[config.mk]
export PLATFORM = sky130hd
export DESIGN_NAME = instr_fetch_unit
export DESIGN_NICKNAME = d
export VERILOG_FILES = /design/src/rtl/instr_fetch_unit.sv
export SDC_FILE = /design/constraint.sdc
export NUM_CORES = 1
export LEC_CHECK = 0
export BUFFER_PORTS_ARGS = -buffer_cell sky130_fd_sc_hd__buf_2
export CAP_MARGIN = 20
export CORE_ASPECT_RATIO = 0.7
export CORE_UTILIZATION = 50
export DETAILED_ROUTE_END_ITERATION = 8
export GPL_ROUTABILITY_DRIVEN = 0
export GPL_TIMING_DRIVEN = 1
export PLACE_DENSITY_LB_ADDON = 0.15
export SYNTH_ARGS = -nofsm -noshare
export SYNTH_HDL_FRONTEND = slang
export SYNTH_SLANG_ARGS = --single-unit
[constraint.sdc]
create_clock -name clk -period 3.3 [get_ports clk]
set_clock_uncertainty 0.2 [all_clocks]
set_input_delay 0.33 -clock clk [delete_from_list [all_inputs] [get_ports clk]]
set_output_delay 0.33 -clock clk [all_outputs]
set_load 0.01 [all_outputs]
[src/rtl/instr_fetch_unit.sv]
// Instruction fetch: launches SRAM reads and loads the IF/ID register, honouring stall and branch redirect.
// Latency: a word is valid in IF/ID the edge after imem_ack; a zero-wait SRAM sustains one instruction per cycle.
// Backpressure: ID stall parks an acked word in hold_buf with imem_req low; pc_hold freezes the PC generator.
module instr_fetch_unit #(
    parameter logic [31:0] RESET_PC = 32'h0040_0020
) (
    input  logic        clk,
    input  logic        reset,
    input  logic [31:0] pc,
    input  logic        branch,
    input  logic [31:0] branch_pc,
    input  logic        stall,
    output logic        imem_req,
    output logic [31:0] imem_addr,
    input  logic        imem_ack,
    input  logic [31:0] imem_rdata,
    output logic        if_id_valid,
    output logic [31:0] if_id_instr,
    output logic [31:0] if_id_pc,
    output logic [31:0] if_id_pc4,
    output logic        pc_hold
);

    typedef enum logic [1:0] {IDLE, REQ, HOLD, DRAIN} state_t;

    typedef struct packed {
        logic [31:0] instr;
        logic [31:0] addr;
    } fetch_ent_t;

    state_t      state_q, state_d;
    logic [31:0] fetch_addr_q, fetch_addr_d;
    logic [31:0] redirect_addr_q, redirect_addr_d;
    logic        redirect_pend_q, redirect_pend_d;
    fetch_ent_t  hold_buf_q, hold_buf_d;
    logic        imem_req_q, imem_req_d;
    logic [31:0] imem_addr_q, imem_addr_d;
    logic        if_id_valid_q, if_id_valid_d;
    logic [31:0] if_id_instr_q, if_id_instr_d;
    logic [31:0] if_id_pc_q, if_id_pc_d;
    logic [31:0] if_id_pc4_q, if_id_pc4_d;

    logic        load_req;
    logic        load_hold;

    always_comb begin
        state_d         = state_q;
        fetch_addr_d    = fetch_addr_q;
        redirect_addr_d = redirect_addr_q;
        redirect_pend_d = redirect_pend_q;
        hold_buf_d      = hold_buf_q;
        if_id_valid_d   = if_id_valid_q;
        if_id_instr_d   = if_id_instr_q;
        if_id_pc_d      = if_id_pc_q;
        if_id_pc4_d     = if_id_pc4_q;

        load_req  = (state_q == REQ) && imem_ack && !branch && !stall;
        load_hold = (state_q == HOLD) && !branch && !stall;

        case (state_q)
            IDLE: begin
                state_d      = REQ;
                fetch_addr_d = RESET_PC;
            end
            REQ: begin
                if (imem_ack) begin
                    if (branch) begin
                        fetch_addr_d = branch_pc;
                    end else if (stall) begin
                        hold_buf_d = '{instr: imem_rdata, addr: fetch_addr_q};
                        state_d    = HOLD;
                    end else begin
                        fetch_addr_d = pc;
                    end
                end else if (branch) begin
                    // The SRAM still owes us this read; finish it before redirecting.
                    redirect_addr_d = branch_pc;
                    redirect_pend_d = 1'b1;
                    state_d         = DRAIN;
                end
            end
            DRAIN: begin
                if (branch) begin
                    redirect_addr_d = branch_pc;
                end
                if (imem_ack && redirect_pend_q) begin
                    fetch_addr_d    = branch ? branch_pc : redirect_addr_q;
                    redirect_pend_d = 1'b0;
                    state_d         = REQ;
                end
            end
            HOLD: begin
                if (branch) begin
                    fetch_addr_d = branch_pc;
                    hold_buf_d   = '0;
                    state_d      = REQ;
                end else if (!stall) begin
                    fetch_addr_d = pc;
                    state_d      = REQ;
                end
            end
            default: state_d = IDLE;
        endcase

        if (branch) begin
            if_id_valid_d = 1'b0;
        end else if (stall) begin
            if_id_valid_d = if_id_valid_q;
        end else if (load_req) begin
            if_id_valid_d = 1'b1;
            if_id_instr_d = imem_rdata;
            if_id_pc_d    = fetch_addr_q;
            if_id_pc4_d   = fetch_addr_q + 32'd4;
        end else if (load_hold) begin
            if_id_valid_d = 1'b1;
            if_id_instr_d = hold_buf_q.instr;
            if_id_pc_d    = hold_buf_q.addr;
            if_id_pc4_d   = hold_buf_q.addr + 32'd4;
        end else begin
            if_id_valid_d = 1'b0;
        end

        imem_req_d  = (state_d == REQ) || (state_d == DRAIN);
        imem_addr_d = {fetch_addr_d[31:2], 2'b00};
    end

    always_ff @(posedge clk) begin
        if (reset) begin
            state_q         <= IDLE;
            fetch_addr_q    <= '0;
            redirect_addr_q <= '0;
            redirect_pend_q <= 1'b0;
            hold_buf_q      <= '0;
            imem_req_q      <= 1'b0;
            imem_addr_q     <= '0;
            if_id_valid_q   <= 1'b0;
            if_id_instr_q   <= '0;
            if_id_pc_q      <= '0;
            if_id_pc4_q     <= '0;
        end else begin
            state_q         <= state_d;
            fetch_addr_q    <= fetch_addr_d;
            redirect_addr_q <= redirect_addr_d;
            redirect_pend_q <= redirect_pend_d;
            hold_buf_q      <= hold_buf_d;
            imem_req_q      <= imem_req_d;
            imem_addr_q     <= imem_addr_d;
            if_id_valid_q   <= if_id_valid_d;
            if_id_instr_q   <= if_id_instr_d;
            if_id_pc_q      <= if_id_pc_d;
            if_id_pc4_q     <= if_id_pc4_d;
        end
    end

    assign imem_req    = imem_req_q;
    assign imem_addr   = imem_addr_q;
    assign if_id_valid = if_id_valid_q;
    assign if_id_instr = if_id_instr_q;
    assign if_id_pc    = if_id_pc_q;
    assign if_id_pc4   = if_id_pc4_q;
    // Depends on imem_ack in the same cycle, so it cannot be registered.
    assign pc_hold     = reset | ~(load_req | load_hold);

endmodule

==> impl_metrics.csv, run 1 <==
group,metric,value,unit
synthesis,synth_top_family_by_area,"simple AND/OR/NAND/NOR gates",
sta,fmax,319,MHz
min_path,hp-class,"in -> reg",
clocking,clk_path_buf_depth,3,
grt,grt_overflow,0,
placement,io_buffer_count,229,
clocking,cts_tree,"built",
grt,grt_pass1_vias,9222,
grt,grt_max_degree,206,
worst_setup_path,worst_setup_path_end_kind,"output pin",
worst_setup_path,crit_fanout,44,
synthesis,netlist_area,10800,µm²
drt,num_vias,10700,
synthesis,yosysSeqAreaShare,0.420,
power,power.density,462,nW/µm²
clocking,cts-buffers-inserted,23,
die,io_pins,232,
drt,wl,33200,µm
worst_setup_path,crit_arrival,2.60,ns
drt,routedWlPerCell,18.1,µm
clocking,cts.htree.levels,1,
worst_setup_path,criticalPathCategory,"reg -> out",
sta,worst_pin_slew,1.02,ns
final_layout,final_cell_mix,"313 x nand2_1, 228 x buf_2, 225 x dfxtp_1, 140 x a21oi_1, 89 x nor2_1",
synthesis,yosysWarnings,0,
synthesis,yosys.area_share.simple,0.243,
sta,setup_ws,0.168,ns
drt,vias_per_cell,5.83,
clocking,clock-sinks,226,
synthesis,ys_types,57,
synthesis,async_reset_ff_frac,0,
sta,setup_viol,0,
job,max_cap_violations,0,
power,seq_power_share,0.465,
placement,placed_area,11900,µm²
die,die_w,177,µm
worst_setup_path,cp.required,2.77,ns
placement,dp_cells,1728,
power,switchingPower,1.56,mW
power,p_clk_frac,0.429,
grt,grt_pass1_wl,51500,µm
die,coreArea,20900,µm²
sta,rsz0062_at_grt,"false",
synthesis,syn_inst,1341,
drt,drcViolationCount,0,
final_layout,layoutNonFillerInstCount,1836,
synthesis,syn_avg_cell_area,8.03,µm²
clocking,root_buffer,"clkbuf_16",
die,fp.dieH,125,µm
drt,ant_nets,0,
synthesis,synth_compound_area_frac,0.220,
sta,setup_tns,0,ns
synthesis,synthAdderAreaFrac,0.00697,
synthesis,ys_ff_latch,226,
power,pwr-share-comb,0.106,
synthesis,synth-edff-count,0,
power,ir_drop,295,µV
grt,grt_usage,0.287,
placement,dp_hpwl,21700,µm
synthesis,synth_xor_xnor_area_share,0.00895,
sta,post-route-period-util,0.949,
sta,finalHoldViolations,0,
clocking,clk_pin_slew,0.07,ns
power,p_int,4.62,mW
synthesis,synthMuxAreaShare,0.0274,
die,die_area,22100,µm²
sta,final_max_slew_viol_count,0,
die,start_util,0.515,
final_layout,fillers,1845,
sta,period_needed,3.13,ns
grt,antenna_found_initial,0,
run_status,status,"finished, final reports clean",
die,rows,44,
final_layout,design_area,13400,µm²
final_layout,area_growth,24.2,%
power,netSwitchingFraction,0.252,
worst_setup_path,critPathLaunchType,"register",
clocking,clk_latency,0.52,ns
power,report.power.total,6.18,mW
power,leakage,4.94,nW
clocking,cts_setup_buffers,0,
synthesis,synth_flop_cell,"dfxtp_1",
placement,pre_cts_slack,0.262,ns
final_layout,nNetsFinal,1650,
final_layout,mostFrequentLayoutCell,"nand2_1",
sta,relSlewSlack,0.319,
drt,drt_iter0_markers,1003,
drt,first_pass_iters,7,
final_layout,drive_above_1_share,0.210,
final_layout,diodes,0,
==> layer usage <==
metal | GRT usage | vias to the layer above | share of wire
li1 | - | 5181 | -
met1 | 0.464 | 4998 | 0.49
met2 | 0.385 | 488 | 0.40
met3 | 0.0479 | 46 | 0.091
met4 | 0.0618 | 0 | 0.019
met5 | 0 | - | 0
==> Yosys cell counts (11+ instances only) <==
cell type  count  area [µm²]
and3_1        14        87.6
buf_4         39         293
a221oi_1      33         289
mux2i_1       25         250
clkbuf_1     101         379
nor3_1        14        70.1
nand2_1      313        1170
a2111o_1      30         338
a211oi_1      30         225
buf_2         11        55.1
nand4_1       13        81.3
o21ai_0       12        60.1
dfxtp_1      226        4520
a21oi_1      140         701
a311oi_1      36         315
nand3b_1      61         458
inv_1         11        41.3
nand3_1       27         135
nor2_1        89         334
==> logic make-up after synthesis <==
group                    count (synthesis)
multiplexers                            29
XOR/XNOR                                11
other                                    1
adder cells (fa/ha/maj)                  6
AO/OA/AOI/OAI                          334
flip-flops                             226
buffers and inverters                  167
AND/OR/NAND/NOR                        567
==> sequential cells by signal (all words and copies together), names as in the netlist, 2 cells and up <==
register         count
fetch_addr_q        32
hold_buf_q          64
if_id_instr         32
if_id_pc            32
if_id_pc4           30
redirect_addr_q     32
state_q              2
==> final timing paths <==
| kind | from | depth (start not counted) | end | slack (ns) |
|---|---|---|---|---|
| max | state_q[1]$_SDFF_PP0_ | 7 | pc_hold | 0.17 |
| max reg2reg | state_q[1]$_SDFF_PP0_ | 10 | if_id_pc4[22]$_SDFFE_PP0P_ | 0.27 |
| min reg2reg | if_id_pc4[4]$_SDFFE_PP0P_ | 2 | if_id_pc4[4]$_SDFFE_PP0P_ | 0.25 |
| min | imem_ack | 4 | redirect_pend_q$_SDFFE_PP0P_ | 0.13 |
==> per-stage QoR <==
stage | utilization | hold slack [ns]
floorplan | - | 0.232
global placement | 0.570 | 0.238
detailed placement | 0.570 | 0.243
CTS | 0.639 | 0.105
global route | 0.639 | 0.148
finish | 0.639 | 0.127
==> area by class of cell <==
cell class	instances	area, µm²	area share
clock buffers	29	648	0.0485
clock inverters	13	125	0.00936
inverters	11	41.3	0.00309
multi-input cells	949	5520	0.413
flip-flops and latches	226	4530	0.338
well taps	276	345	0.0258
repair buffers	332	2170	0.162
==> power groups by stage <==
stage,clock network [mW],registers [mW],logic [mW]
after global placement,0,2.93,0.578
after floorplan,0,2.93,0.363
final,2.65,2.87,0.653
after detailed placement,0,2.93,0.581
after CTS,2.70,2.87,0.644
after global routing,2.83,2.88,0.710
==> worst max-delay path, cell delays in order, from the launching register on <==
cell	delay, ns
dfxtp_1	0.39
inv_1	0.10
ha_2	0.19
and4bb_4	0.24
buf_6	0.24
o21a_1	0.23
inv_1	0.43
buf_2	0.25
==> what timing repair did <==
item,4_1_cts,5_1_grt
hold buffers,66,0
hold endpoints to repair,105,0
setup endpoints to repair,0,1
resized for setup,0,2
Power figures use the tool's default switching activity.
==> inputs of run 2 (changes only) <==
CORE_UTILIZATION = 32   (was 50)
==> impl_metrics.csv, run 2 (same netlist as run 1, synthesis figures left out) <==
group,metric,value,unit
die,die_w,221,µm
drt,drt_iter0_markers,853,
power,leakage,5.03,nW
worst_setup_path,worst_setup_path_end_kind,"register",
drt,first_pass_iters,5,
grt,grt_pass1_vias,9691,
drt,drcViolationCount,0,
final_layout,layoutNonFillerInstCount,2000,
final_layout,mostFrequentLayoutCell,"nand2_1",
grt,grt_max_degree,206,
die,start_util,0.329,
power,power.density,477,nW/µm²
drt,ant_nets,0,
sta,setup_tns,0,ns
sta,post-route-period-util,0.931,
worst_setup_path,crit_fanout,50,
power,ir_drop,343,µV
grt,grt_overflow,0,
sta,rsz0062_at_grt,"false",
clocking,clk_path_buf_depth,3,
drt,vias_per_cell,5.31,
sta,final_max_slew_viol_count,0,
final_layout,nNetsFinal,1660,
drt,wl,38300,µm
die,coreArea,32700,µm²
power,report.power.total,6.56,mW
sta,period_needed,3.07,ns
drt,num_vias,10600,
worst_setup_path,criticalPathCategory,"reg -> reg",
sta,relSlewSlack,0.183,
die,die_area,34400,µm²
placement,io_buffer_count,229,
sta,setup_ws,0.228,ns
grt,grt_pass1_wl,59300,µm
sta,fmax,325,MHz
worst_setup_path,crit_arrival,3.30,ns
clocking,cts-buffers-inserted,26,
final_layout,seq_area,4530,µm²
placement,placed_area,12200,µm²
final_layout,largest_register_ff_count,64,
clocking,cts.htree.levels,1,
run_status,status,"finished, final reports clean",
worst_setup_path,critPathLaunchType,"register",
final_layout,drive_above_1_share,0.215,
final_layout,multiInputGateArea,5530,µm²
sta,finalHoldViolations,0,
clocking,clock-sinks,226,
min_path,hp-class,"in -> reg",
placement,dp_cells,1887,
placement,pre_cts_slack,0.286,ns
worst_setup_path,cp.required,3.53,ns
clocking,cts_tree,"built",
grt,antenna_found_initial,1,
clocking,clk_pin_slew,0.06,ns
drt,routedWlPerCell,19.1,µm
clocking,root_buffer,"clkbuf_16",
placement,dp_hpwl,25400,µm
sta,worst_pin_slew,1.23,ns
clocking,clk_latency,0.55,ns
sta,setup_viol,0,
die,rows,55,
grt,grt_usage,0.217,
die,fp.dieH,155,µm
final_layout,final_cell_mix,"313 x nand2_1, 228 x buf_2, 225 x dfxtp_1, 140 x a21oi_1, 89 x nor2_1",
job,max_cap_violations,0,
final_layout,fillers,3305,
final_layout,largest-register,"hold_buf_q",
die,io_pins,232,
final_layout,area_growth,27.7,%
final_layout,design_area,13700,µm²
-- run 2: cell types whose count changed in the layout (fill, tap and decap cells not counted), sizes merged --
cell	previous run	this run
buf	266	274
dlygate4sd3	66	65
clkinv	9	4
bufinv	2	1
diode	0	1
clkbuf	29	40
-- run 2: cell type report --
cell class / instances / share of cell area
tap: 427 / 0.0389
clock buffer: 40 / 0.0592
antenna: 1 / 0.000182
inverter: 11 / 0.00300
timing repair buffer: 339 / 0.162
clock inverter: 7 / 0.00564
sequential: 226 / 0.329
multi-input combinational: 949 / 0.402
-- run 2: worst paths after layout --
path                          startpoint                             to  slack, ns  cells after the start
min reg2reg  hold_buf_q[44]$_SDFFE_PP0P_    hold_buf_q[44]$_SDFFE_PP0P_       0.25                      2
max                state_q[1]$_SDFF_PP0_     if_id_pc4[23]$_SDFFE_PP0P_       0.23                      8
min                               pc[22]  fetch_addr_q[22]$_SDFFE_PP0P_       0.12                      5
max reg2reg        state_q[1]$_SDFF_PP0_     if_id_pc4[23]$_SDFFE_PP0P_       0.23                      8
-- run 2: critical path: stages (launching register included) --
cell	delay, ns
dfxtp_1	0.42
inv_1	0.12
ha_2	0.19
and4bb_4	0.23
buf_12	0.21
or4b_1	0.60
a222oi_1	0.57
nor3_1	0.09
a311o_1	0.32
-- run 2: repair_timing --
action                                 CTS  global route
endpoints found under the hold margin  119             0
setup endpoints to repair                0             1
hold buffers                            65             0
resized for setup                        0             2
buffers inserted                         0             0
-- run 2: per-stage QoR --
step / utilization / hold slack (ns)
CTS: 0.420 / 0.0747
finish: 0.421 / 0.115
floorplan: - / 0.232
global placement: 0.373 / 0.238
global route: 0.421 / 0.151
detailed placement: 0.373 / 0.244
-- run 2: power by group --
group / internal, mW / switching (mW) / leakage (nW) / total [mW]
sequential: 2.81 / 0.0643 / 1.83 / 2.87
clock: 1.77 / 1.22 / 0.440 / 2.99
combinational: 0.278 / 0.418 / 2.76 / 0.696
total: 4.86 / 1.70 / 5.03 / 6.56
-- run 2: per-layer routing --
layer | global-route usage | vias up | wire [µm]
met5 | 0 | - | 0
met4 | 0.0406 | 0 | 542
met3 | 0.0357 | 37 | 2590
met2 | 0.282 | 373 | 14700
met1 | 0.358 | 5004 | 20400
li1 | - | 5202 | -
==> inputs of run 3 (changes only) <==
CORE_ASPECT_RATIO = 1.75   (was 0.7)
==> impl_metrics.csv, run 3 (same netlist as run 1, synthesis figures left out) <==
group,metric,value,unit
run_status,status,"finished, final reports clean",
worst_setup_path,crit_chain,"inv_1, ha_2, and4bb_4, buf_12, o21a_1, clkinvlp_4, buf_2",
worst_setup_path,criticalPathCategory,"reg -> out",
grt,grt_usage,0.201,
placement,pre_cts_slack,0.177,ns
final_layout,nNetsFinal,1659,
sta,worst_pin_slew,0.851,ns
sta,setup_tns,0,ns
worst_setup_path,cp.required,2.77,ns
clocking,cts-buffers-inserted,24,
clocking,cts.htree.levels,1,
sta,period_needed,3.14,ns
power,leakage,4.96,nW
drt,drcViolationCount,0,
min_path,min_path_cells,5,
die,die_area,34400,µm²
final_layout,multiInputGateArea,5520,µm²
final_layout,diodes,0,
placement,dp_cells,1858,
final_layout,seq_area,4530,µm²
worst_setup_path,worst_setup_path_end_kind,"output pin",
clocking,root_buffer,"clkbuf_16",
worst_setup_path,rr_worst_depth,9,
worst_setup_path,crit_fanout,48,
final_layout,utilization,0.412,
final_layout,area_growth,26.4,%
power,power.density,464,nW/µm²
placement,placed_area,12100,µm²
die,die_w,141,µm
final_layout,drive_above_1_share,0.213,
final_layout,design_area,13600,µm²
worst_setup_path,reg2reg_slack,0.25,ns
worst_setup_path,path_buf_inv,4,
grt,grt_pass1_vias,9553,
die,coreArea,33000,µm²
sta,setup_ws,0.158,ns
worst_setup_path,crit_path_top_delay_cell,"dfxtp_1",
clocking,clk_path_buf_depth,3,
final_layout,layoutNonFillerInstCount,1974,
clocking,cts_tree,"built",
sta,final_max_slew_viol_count,0,
sta,relSlewSlack,0.433,
worst_setup_path,cp_top_family,"buffers and inverters",
min_path,worstHoldStart,"pc[22]",
worst_setup_path,critPathLaunchType,"register",
die,start_util,0.326,
sta,fmax,318,MHz
drt,ant_nets,0,
job,max_cap_violations,0,
drt,wl,35600,µm
clocking,clock-sinks,226,
power,ir_drop,394,µV
min_path,hp-class,"in -> reg",
final_layout,mostFrequentLayoutCell,"nand2_1",
final_layout,fillers,3433,
grt,grt_overflow,0,
clocking,clk_pin_slew,0.06,ns
sta,post-route-period-util,0.952,
worst_setup_path,timing.rr.start,"state_q[1]$_SDFF_PP0_",
final_layout,largest-register,"hold_buf_q",
worst_setup_path,rr_endpoint,"if_id_pc4[23]$_SDFFE_PP0P_",
die,fp.dieH,245,µm
min_path,hold_end,"fetch_addr_q[22]$_SDFFE_PP0P_",
clocking,clk_latency,0.54,ns
die,rows,88,
placement,dp_hpwl,23200,µm
worst_setup_path,crit_arrival,2.61,ns
sta,rsz0062_at_grt,"false",
drt,first_pass_iters,5,
grt,antenna_found_initial,0,
worst_setup_path,cp-startpoint,"state_q[1]$_SDFF_PP0_",
drt,drt_iter0_markers,605,
worst_setup_path,cpPeakStageDelay,0.35,ns
sta,finalHoldViolations,0,
final_layout,largest_register_ff_count,64,
drt,num_vias,10500,
sta,setup_viol,0,
grt,grt_pass1_wl,55100,µm
grt,grt_max_degree,174,
power,report.power.total,6.31,mW
placement,io_buffer_count,229,
final_layout,final_cell_mix,"313 x nand2_1, 228 x buf_2, 225 x dfxtp_1, 140 x a21oi_1, 89 x nor2_1",
die,io_pins,232,
drt,routedWlPerCell,18.0,µm
drt,vias_per_cell,5.31,
sta,holdWs,0.121,ns
## run 3: metal layers
metal	track usage	share of wire	routed length (µm)	up-vias
li1	-	-	-	5183
met1	0.261	0.44	15700	4950
met2	0.338	0.48	17200	318
met3	0.0267	0.050	1770	39
met4	0.0710	0.025	905	0
met5	0	0	0	-
## run 3: timing repair
item	in CTS	in global routing
endpoints found under the setup margin	0	6
resized for setup	0	2
hold buffers	66	0
hold endpoints to repair	155	0
setup buffers	0	7
## run 3: final cells by class
class                           instances  area share
Sequential cell                       226       0.332
Multi-Input combinational cell        949       0.405
Tap cell                              405      0.0372
Clock inverter                          8     0.00533
Clock buffer                           35      0.0531
Timing Repair Buffer                  340       0.163
Inverter                               11     0.00331
## run 3: power by group
part / internal, mW / switching, mW / leakage [nW]
sequential: 2.80 / 0.0706 / 1.83
clock: 1.60 / 1.18 / 0.386
combinational: 0.270 / 0.387 / 2.74
total: 4.67 / 1.64 / 4.96
## run 3: tightest hold or removal path, stage by stage
cell and delay (ns):
buf_2 0.10, a221oi_1 0.07, a21oi_1 0.12, nor3_1 0.05, nor3_1 0.14
## run 3: how the worst max path moves through the flow
stage                                            end  slack [ns]  depth (start not counted)
after global placement    if_id_pc4[26]$_SDFFE_PP0P_        0.31                         12
after floorplan           if_id_pc4[16]$_SDFFE_PP0P_        0.06                         14
after CTS                                    pc_hold        0.12                          7
after detailed placement  if_id_pc4[22]$_SDFFE_PP0P_        0.18                         10
after global routing                         pc_hold        0.02                          7
final                                        pc_hold        0.16                          7
